<file path="config.mk">
export PLATFORM = sky130hd
export DESIGN_NAME = wfid_onehot_tracker
export DESIGN_NICKNAME = d
export VERILOG_FILES = /design/src/rtl/wfid_onehot_tracker.sv
export SDC_FILE = /design/constraint.sdc
export NUM_CORES = 1
export LEC_CHECK = 0
export ABC_CLOCK_PERIOD_IN_PS = 3540
export CAP_MARGIN = 20
export CORE_MARGIN = 1.5
export CORE_UTILIZATION = 35
export CTS_CLUSTER_SIZE = 25
export DETAILED_ROUTE_END_ITERATION = 7
export HOLD_SLACK_MARGIN = 0.05
export SLEW_MARGIN = 20
export SYNTH_ARGS = -nofsm -noshare
export SYNTH_HDL_FRONTEND = slang
export SYNTH_SLANG_ARGS = --single-unit
</file>
<file path="constraint.sdc">
create_clock -name clk -period 3.54 [get_ports clk]
set_input_delay 0.708 -clock clk [delete_from_list [all_inputs] [get_ports clk]]
set_output_delay 0.708 -clock clk [all_outputs]
set_load 0.005 [all_outputs]
</file>
<file path="src/rtl/wfid_onehot_tracker.sv">
// wfid_onehot_tracker: decodes wavefront IDs to one-hot and tracks a registered busy mask
// Ports: clk; rst (synchronous, active-low);
//   set_en/set_wfid allocate a slot, clr_en/clr_wfid release a slot;
//   decode_out/decode_valid: one-hot of the last accepted set, pulsed valid;
//   busy_mask/busy_count/all_busy: slot occupancy; range_err/proto_err: sticky errors.
// Optional: define WFID_TRACKER_FREE_ENCODE_EN to add free_wfid/free_valid,
//   the lowest free slot of the next busy mask.
module wfid_onehot_tracker #(
  parameter int NUM_SLOTS = 40,
  parameter int ID_WIDTH = 6
) (
  input  logic                 clk,
  input  logic                 rst,
  input  logic                 set_en,
  input  logic [ID_WIDTH-1:0]  set_wfid,
  input  logic                 clr_en,
  input  logic [ID_WIDTH-1:0]  clr_wfid,
  output logic [NUM_SLOTS-1:0] decode_out,
  output logic                 decode_valid,
  output logic [NUM_SLOTS-1:0] busy_mask,
  output logic [ID_WIDTH-1:0]  busy_count,
  output logic                 all_busy,
  output logic                 range_err,
`ifdef WFID_TRACKER_FREE_ENCODE_EN
  output logic [ID_WIDTH-1:0]  free_wfid,
  output logic                 free_valid,
`endif
  output logic                 proto_err
);
  // One extra bit so NUM_SLOTS == 2**ID_WIDTH still compares correctly
  localparam logic [ID_WIDTH:0] LIMIT = (ID_WIDTH+1)'(NUM_SLOTS);
  localparam logic [ID_WIDTH-1:0] FULL = ID_WIDTH'(NUM_SLOTS);
  logic set_ok, clr_ok, same_id, set_hit, clr_hit, inc, dec;
  logic [NUM_SLOTS-1:0] set_vec, clr_vec, busy_nxt;
  logic [ID_WIDTH-1:0] count_nxt;
  function automatic logic [NUM_SLOTS-1:0] onehot(input logic [ID_WIDTH-1:0] id);
    return {1'b0, id} < LIMIT ? NUM_SLOTS'(1) << id : '0;
  endfunction
  always_comb begin
    set_ok = set_en && {1'b0, set_wfid} < LIMIT;
    clr_ok = clr_en && {1'b0, clr_wfid} < LIMIT;
    set_vec = set_en ? onehot(set_wfid) : '0;
    clr_vec = clr_en ? onehot(clr_wfid) : '0;
    same_id = set_ok && clr_ok && set_wfid == clr_wfid;
    set_hit = |(busy_mask & set_vec);
    clr_hit = |(busy_mask & clr_vec);
    busy_nxt = (busy_mask & ~clr_vec) | set_vec;
    // same-ID set+clear leaves the bit set, so the clear never decrements
    inc = set_ok && !set_hit;
    dec = clr_ok && clr_hit && !same_id;
    count_nxt = busy_count + ID_WIDTH'(inc) - ID_WIDTH'(dec);
  end
  always_ff @(posedge clk) begin
    if (!rst) begin
      decode_out <= '0;
      decode_valid <= 1'b0;
      busy_mask <= '0;
      busy_count <= '0;
      all_busy <= 1'b0;
      range_err <= 1'b0;
      proto_err <= 1'b0;
    end else begin
      decode_out <= set_ok ? set_vec : decode_out;
      decode_valid <= set_ok;
      busy_mask <= busy_nxt;
      busy_count <= count_nxt;
      all_busy <= count_nxt == FULL;
      range_err <= range_err | (set_en && !set_ok) | (clr_en && !clr_ok);
      proto_err <= proto_err | (!same_id && ((set_ok && set_hit) || (clr_ok && !clr_hit)));
    end
  end
`ifdef WFID_TRACKER_FREE_ENCODE_EN
  logic [ID_WIDTH-1:0] free_nxt;
  logic free_any;
  // Scan downward so the lowest free index is the last one written
  always_comb begin
    free_nxt = '0;
    free_any = 1'b0;
    for (int i = NUM_SLOTS - 1; i >= 0; i--) begin
      if (!busy_nxt[i]) begin
        free_nxt = ID_WIDTH'(i);
        free_any = 1'b1;
      end
    end
  end
  always_ff @(posedge clk) begin
    if (!rst) begin
      free_wfid <= '0;
      free_valid <= 1'b0;
    end else begin
      free_wfid <= free_nxt;
      free_valid <= free_any;
    end
  end
`endif
endmodule

</file>
After elaboration in Yosys (flattened, before gate mapping)
Index checks and enable logic that the tools add are counted. W data, S select, Z words.

Register bits: 90. Input bits: 16. Output and inout port bits: 90. Word-level logic and storage cells: 47.

Add/sub/neg operators: 2. Magnitude comparators: 2. Equal/unequal tests: 2. Shift-type cells: 2. Muxes and demuxes: 4. Bitwise operators: 8. Reductions and logical operators: 20.

Operator list (number): $mux W40 (4); $and A40 B40 Y40 (3); $reduce_or A40 Y1 (2); $shl A1 B6 Y40 const A (2); $not A40 Y40 (1); $or A40 B40 Y40 (1); $logic_and A1 B1 Y1 (12); $lt A6 B6 Y1 const B (2); $add A6 B1 Y6 (1); $eq A6 B6 Y1 (1); $eq A6 B6 Y1 const B (1); $sub A6 B1 Y6 (1); $logic_not A1 Y1 (5); $or A1 B1 Y1 (3); $logic_or A1 B1 Y1 (1).

Longest topological paths before layout
Gate-level depths: netlist of run 1.

Depth in word-level cells: 10. Gate-level depth with buffers: 17. Mapped depth without buffers: 15.

Worst setup path before layout of run 1
No wires, ideal clock.

Path kind: input to register. From: in clr_wfid[5]. To: reg all_busy. Setup time: 0.117 ns. Data arrival time: 3.373 ns. Data required time: 3.423 ns. Slack: 0.050 ns. Stages: 16. Buffers on the path: 1. Cell sequence: buf_2 > mux2_4 > nand4_1 > nand3_1 > nor4_2 > nand4_1 > and3_1 > ha_1 > inv_1 > ha_1 > fa_1 > a21oi_1 > nor2_1 > nor2_1 > xnor2_1 > and4b_1.

Cells in the longest elaborated chain, start to end: 9. Elaborated cells on any way between the ends: 15. Those cells by class: add/sub: 1; order compare: 1; eq/ne: 2; shift: 1; mux: 2; bitwise: 1; reduce/logical: 7.

Ends and longest elaborated chain: from (decl) (RTL line 17) `input logic [ID_WIDTH-1:0] clr_wfid,`; $lt A6 B6 Y1 or $shl A1 B6 Y40 (tied branches) (RTL line 37, 41); $mux W40 (RTL line 37) `return {1'b0, id} < LIMIT ? NUM_SLOTS'(1) << id : '0;`; $mux W40 (RTL line 43) `clr_vec = clr_en ? onehot(clr_wfid) : '0;`; $and A40 B40 Y40 (RTL line 46) `clr_hit = |(busy_mask & clr_vec);`; $reduce_or A40 Y1 (RTL line 46); $logic_and A1 B1 Y1 (RTL line 50) `dec = clr_ok && clr_hit && !same_id;`; $logic_and A1 B1 Y1 (*) (RTL line 50); $sub A6 B1 Y6 (*) (RTL line 51) `count_nxt = busy_count + ID_WIDTH'(inc) - ID_WIDTH'(dec);`; $eq A6 B6 Y1 (*) (RTL line 67) `all_busy <= count_nxt == FULL;`; to (signal assigned) (RTL line 59) `all_busy <= 1'b0;`; to (signal assigned) (RTL line 67); to (decl) (RTL line 22) `output logic all_busy,`.

Every way passes the cells marked *; elsewhere a longest branch is shown, timed or not. A chain may end at the register's enable or synchronous reset.

Worst setup path in the final report of run 1
From: in set_wfid[3]. To: reg all_busy.

Cells in the longest elaborated chain, start to end: 10. Elaborated cells on any way between the ends: 17. Those cells by class: add/sub: 2; order compare: 1; eq/ne: 2; shift: 1; mux: 2; bitwise: 1; reduce/logical: 8.

Ends and longest elaborated chain: from (decl) (RTL line 15) `input logic [ID_WIDTH-1:0] set_wfid,`; $lt A6 B6 Y1 or $shl A1 B6 Y40 (tied branches) (RTL line 37, 40); $mux W40 (RTL line 37); $mux W40 (RTL line 42) `set_vec = set_en ? onehot(set_wfid) : '0;`; $and A40 B40 Y40 (RTL line 45) `set_hit = |(busy_mask & set_vec);`; $reduce_or A40 Y1 (RTL line 45); $logic_not A1 Y1 (RTL line 49) `inc = set_ok && !set_hit;`; $logic_and A1 B1 Y1 (RTL line 49); $add A6 B1 Y6 (RTL line 51); $sub A6 B1 Y6 (*) (RTL line 51); $eq A6 B6 Y1 (*) (RTL line 67).

Marked as above.

==> results of run 1 <==
routing by layer:
| layer | global-route usage | share of wire |
|---|---|---|
| met5 | 0 | 0 |
| met4 | 0.1160 | 0.034 |
| met3 | 0.04902 | 0.050 |
| met2 | 0.4559 | 0.48 |
| met1 | 0.3558 | 0.44 |
power by group:
group	internal (uW)	switching (uW)
registers	1040	21.3
logic	235	230
clock network	470	391
final cells by class:
cell class	instances	area, sq um
flip-flops and latches	90	1802
multi-input cells	383	2495
inverters	9	33.78
repair buffers	205	1789
clock inverters	2	16.27
clock buffers	12	236.5
well taps	168	210.2
fillers	1191	5529
critical path, cell delays in order:
cell,delay [ps]
dlygate4sd2_1,310
and4b_2,290
and2_4,190
a221oi_4,250
o2111ai_2,160
nor2_1,120
nand2_1,80
ha_1,300
inv_2,50
ha_4,160
a21o_1,160
a21oi_2,140
o21bai_1,110
a21oi_1,200
mux2i_1,250
and4b_1,200
path summary, 6_finish.rpt:
| kind | end | slack, ps | depth (start not counted) |
|---|---|---|---|
| worst max register to register | all_busy | 400 | 15 |
| worst min-delay path | decode_out[30] | 460 | 2 |
| worst min register to register | decode_out[30] | 460 | 2 |
| worst max-delay path | all_busy | 170 | 16 |
logic make-up (layout without fill, tap and decap cells):
logic type / Yosys count / after routing
flops: 90 / 90
buf+inv: 51 / 228
compound gates: 171 / 171
xor+xnor: 10 / 10
mux: 15 / 15
simple gates: 180 / 180
fa+ha+maj: 7 / 7
layout by cell type, fill, tap and decap left out, drive strengths merged, types with 10 or more instances in the layout:
master	synthesis	final
clkdlybuf4s50	0	91
nand3	10	10
dfxtp	90	90
nor2	12	12
clkbuf	22	20
buf	20	103
nand2	91	91
o21ai	47	47
a21oi	87	87
timing repair:
item | CTS | global route
setup endpoints to repair | 6 | 3
buffers inserted | 16 | 3
gates cloned | 2 | 0
pin swaps | 22 | 19
resized for setup | 56 | 40
sequential cells by signal, summed over array words and instances, names as in the netlist:
name,cells
all_busy,1
busy_count,6
busy_mask,40
decode_out,40
decode_valid,1
proto_err,1
range_err,1
stage by stage:
step | cells | power [uW]
final | 869 | 2388
after global placement | 835 | 1489
after CTS | 867 | 2392
after floorplan | 524 | 1312
after global routing | 869 | 2491
after detailed placement | 835 | 1501
==> reports/results.ini, run 1 <==
[worst_setup_path]
cp.arrival_ps=3670
cp_max_fo=6
critPathLaunchType=primary input
cp-startpoint=set_wfid[3]
r2r-start=busy_mask[35]
crit_required_ps=3830
end_kind=flip-flop
critPathKind=in2reg

[clock_tree]
hold_buffers=0
cts_sinks=90
cts_tree=done
cts.htree.levels=3
clock_latency_ps=350
clockBufferDepth=2
cts_made_buffers=9
path_clk_slew_ps=60
cts_root_buf=clkbuf_16

[floorplan]
die_area_sq_um=13170
die_w_um=114.8
fp.coreArea_sq_um=12110
die_y_um=114.8
row_count=40
start_util=0.3610
io_pins=106

[sta]
fin_crit_sh=0.9531
clock_skew_ps=3.680
slew_violations=0
setup_viol=0
setup_ws_ps=165.9
grt_setup_unrepaired=true
slew_headroom=0.4232
finalHoldViolations=0
fmax_mhz=296.4
setup_tns_ps=0
min_period_ps=3374
fin_hold_ws_ps=455.2
worst_pin_slew_ps=865.2

[finish]
fin_area_sq_um=6583
fin_util=0.5435
final_nets=721
diodes=0
area_delta_synth_final_pct=50.57
drive_above_1_share=0.2468

[place]
port_buffers=105
gp_congestion=0.9258
place_area_sq_um=6018
place_ws_ps=-846.6
dp_hpwl_um=12690

[synth]
synthTopCellsByArea=dfxtp_1 (41%), a21oi_1 (10%), nand2_1 (7.8%)
synth_area_sq_um=4372
synth_edf_count=0
yosysWarningCount=0
synth_nets=547
syn_inst=524
synth_seq_cells=90
synth_top_family_by_area=simple AND/OR/NAND/NOR gates
yosysTopAreaCell=dfxtp_1
synth-adder-area-share=0.02175
synth_ff_type=dfxtp_1
synth-simple-area-share=0.2238
yosysMostFrequentCell=nand2_1
avgSynthCellArea_sq_um=8.343
synthXorXnorAreaFrac=0.02003
async_reset_ff_frac=0
synth_top_area_frac=0.4121
ys_types=64
synthTopCellsByCount=nand2_1 (91), dfxtp_1 (90), a21oi_1 (87)
synthMuxAreaShare=0.04064
synth_compound_area_frac=0.2218
ys_seq_area_frac=0.4121

[run]
maxCapViolations=0

[power_and_ir_drop]
p_per_area_nw_per_um2=362.8
p_leak_uw=0.002433
peakVddDrop_mv=0.2681

[grt]
first_global_vias=4652
antenna_found_initial=0
grt_max_degree=83
grt_overflow=0
grt_pass1_wl_um=26870
grt_use_total=0.2755

[detailed_routing]
drc_errors=0
wirelength_um=17760
antenna_left=0
dr.pass1.iters=5
dr.first_iter.drc_count=357
wire_per_inst_um=20.44
drt-vias-per-instance=5.423
vias=4713

[outcome]
status=completed

[hold_path]
hp-class=reg2reg
min-delay-start=decode_out[30]

Power figures use the tool's default switching activity.
==> run 2: changes to the inputs <==
RECOVER_POWER = 100   (was unset)
SLEW_MARGIN = unset   (was 20)
==> run 2 against run 1 <==
  * The flow now finishes with violations (max-capacitance violations, max-slew violations)
  * Global-route usage stayed put
  * Via count about the same
  * Power decreased by 0.48%
  * Utilization down 0.052 points
  * Critical path depth did not move
  * Clock skew is 1.1 ps higher
==> reports/results.ini, run 2 (synthesized netlist as in run 1, its figures left out) <==
[outcome]
status=finished, violations left
violations=max-capacitance violations, max-slew violations

[grt]
grt_max_degree=83
grt_use_total=0.2755
antenna_found_initial=0
grt_pass1_wl_um=26870
grt_overflow=0
first_global_vias=4652

[place]
dp.cells=835
gp_congestion=0.9258
port_buffers=105
place_ws_ps=-846.6
dp_hpwl_um=12690

[floorplan]
fp.coreArea_sq_um=12110
die_y_um=114.8
row_count=40
die_area_sq_um=13170
io_pins=106
start_util=0.3610
die_w_um=114.8

[worst_setup_path]
end_kind=flip-flop
crit_required_ps=3830
path_cells=dlygate4sd2_1, and4b_2, and2_4, a221oi_4, o2111ai_2, nor2_1, nand2_1, ha_1, inv_2, ha_4, a21o_1, a21oi_2, o21bai_1, a21oi_1, mux2i_1, and4b_1
critPathBufInv=2
critPathLaunchType=primary input
cp_top_family=compound AO/OA/AOI/OAI gates
cp.arrival_ps=3650
critPathMaxStageDelay_ps=300
cp_max_fo=6
critPathKind=in2reg
slowest_stage=dlygate4sd2_1

[clock_tree]
cts_made_buffers=9
hold_buffers=0
cts_root_buf=clkbuf_16
cts_sinks=90
cts.htree.levels=3
clock_latency_ps=350
cts_tree=done
path_clk_slew_ps=60
clockBufferDepth=2

[sta]
fin_crit_sh=0.9490
min_period_ps=3360
setup_tns_ps=0
setup_ws_ps=180.4
setup_viol=0
finalHoldViolations=0
clock_skew_ps=4.765
slew_headroom=-0.09831
slew_violations=83
fmax_mhz=297.7
grt_setup_unrepaired=true
fin_hold_ws_ps=452.4
worst_pin_slew_ps=1647

[detailed_routing]
wire_per_inst_um=20.34
antenna_left=0
drt-vias-per-instance=5.425
dr.first_iter.drc_count=373
vias=4714
wirelength_um=17680
dr.pass1.iters=5
drc_errors=0

[hold_path]
hp-class=reg2reg

[finish]
top_regs=busy_mask (40), decode_out (40), busy_count (6)
final_cells=869
nFillCells=1194
drive_above_1_share=0.2439
final_nets=721
final_common_cell=buf_4
diodes=0
final_cell_mix=buf_4 (91), nand2_1 (90), dfxtp_1 (90), dlygate4sd3_1 (90), a21oi_1 (85)
area_delta_synth_final_pct=50.43

[run]
maxCapViolations=1

[power_and_ir_drop]
peakVddDrop_mv=0.2671
p_leak_uw=0.002735
p_per_area_nw_per_um2=361.4

-- run 2: stage by stage --
stage	total power [uW]	area [sq um]	utilization
2_1_floorplan	1312	4372	-
3_3_place_gp	1489	6018	0.4969
3_5_place_dp	1501	6018	0.4969
4_1_cts	2392	6535	0.5396
5_1_grt	2479	6576	0.5430
6_report	2377	6576	0.5430
-- run 2: final cells by class --
type                    count  area (sq um)  area share
clock buffers              12         236.5     0.03596
well taps                 168         210.2     0.03196
multi-input cells         383          2495      0.3794
clock inverters             2         16.27    0.002473
flip-flops and latches     90          1802      0.2740
inverters                   9         33.78    0.005137
repair buffers            205          1783      0.2711
-- run 2: timing repair --
item                       CTS  global route
setup endpoints to repair    6             3
pin swaps                   22            19
gates resized for setup     56            40
buffers inserted            16             3
cloned                       2             0
-- run 2: layer usage --
layer / GRT usage / part of all wire / vias to the layer above
li1: - / - / 2203
met1: 0.3558 / 0.43 / 2284
met2: 0.4559 / 0.48 / 184
met3: 0.04902 / 0.051 / 43
met4: 0.1160 / 0.034 / 0
met5: 0 / 0 / -
-- run 2: power by group --
part	internal (uW)	switching (uW)	total, uW
sequential	1040	20.0	1060
combinational	224	229	453
clock	470	392	862
total	1740	641	2380
-- run 2: final timing paths --
check            startpoint             end  slack [ps]  cells after the start
min reg2reg  decode_out[28]  decode_out[28]         450                      2
min          decode_out[28]  decode_out[28]         450                      2
max reg2reg   busy_mask[35]        all_busy         400                     15
max             set_wfid[3]        all_busy         180                     16
-- run 2: worst min-delay path, cell delays in order, from the launching register on --
cell and delay, ps:
dfxtp_1 310, nand2_1 50, a21oi_1 50
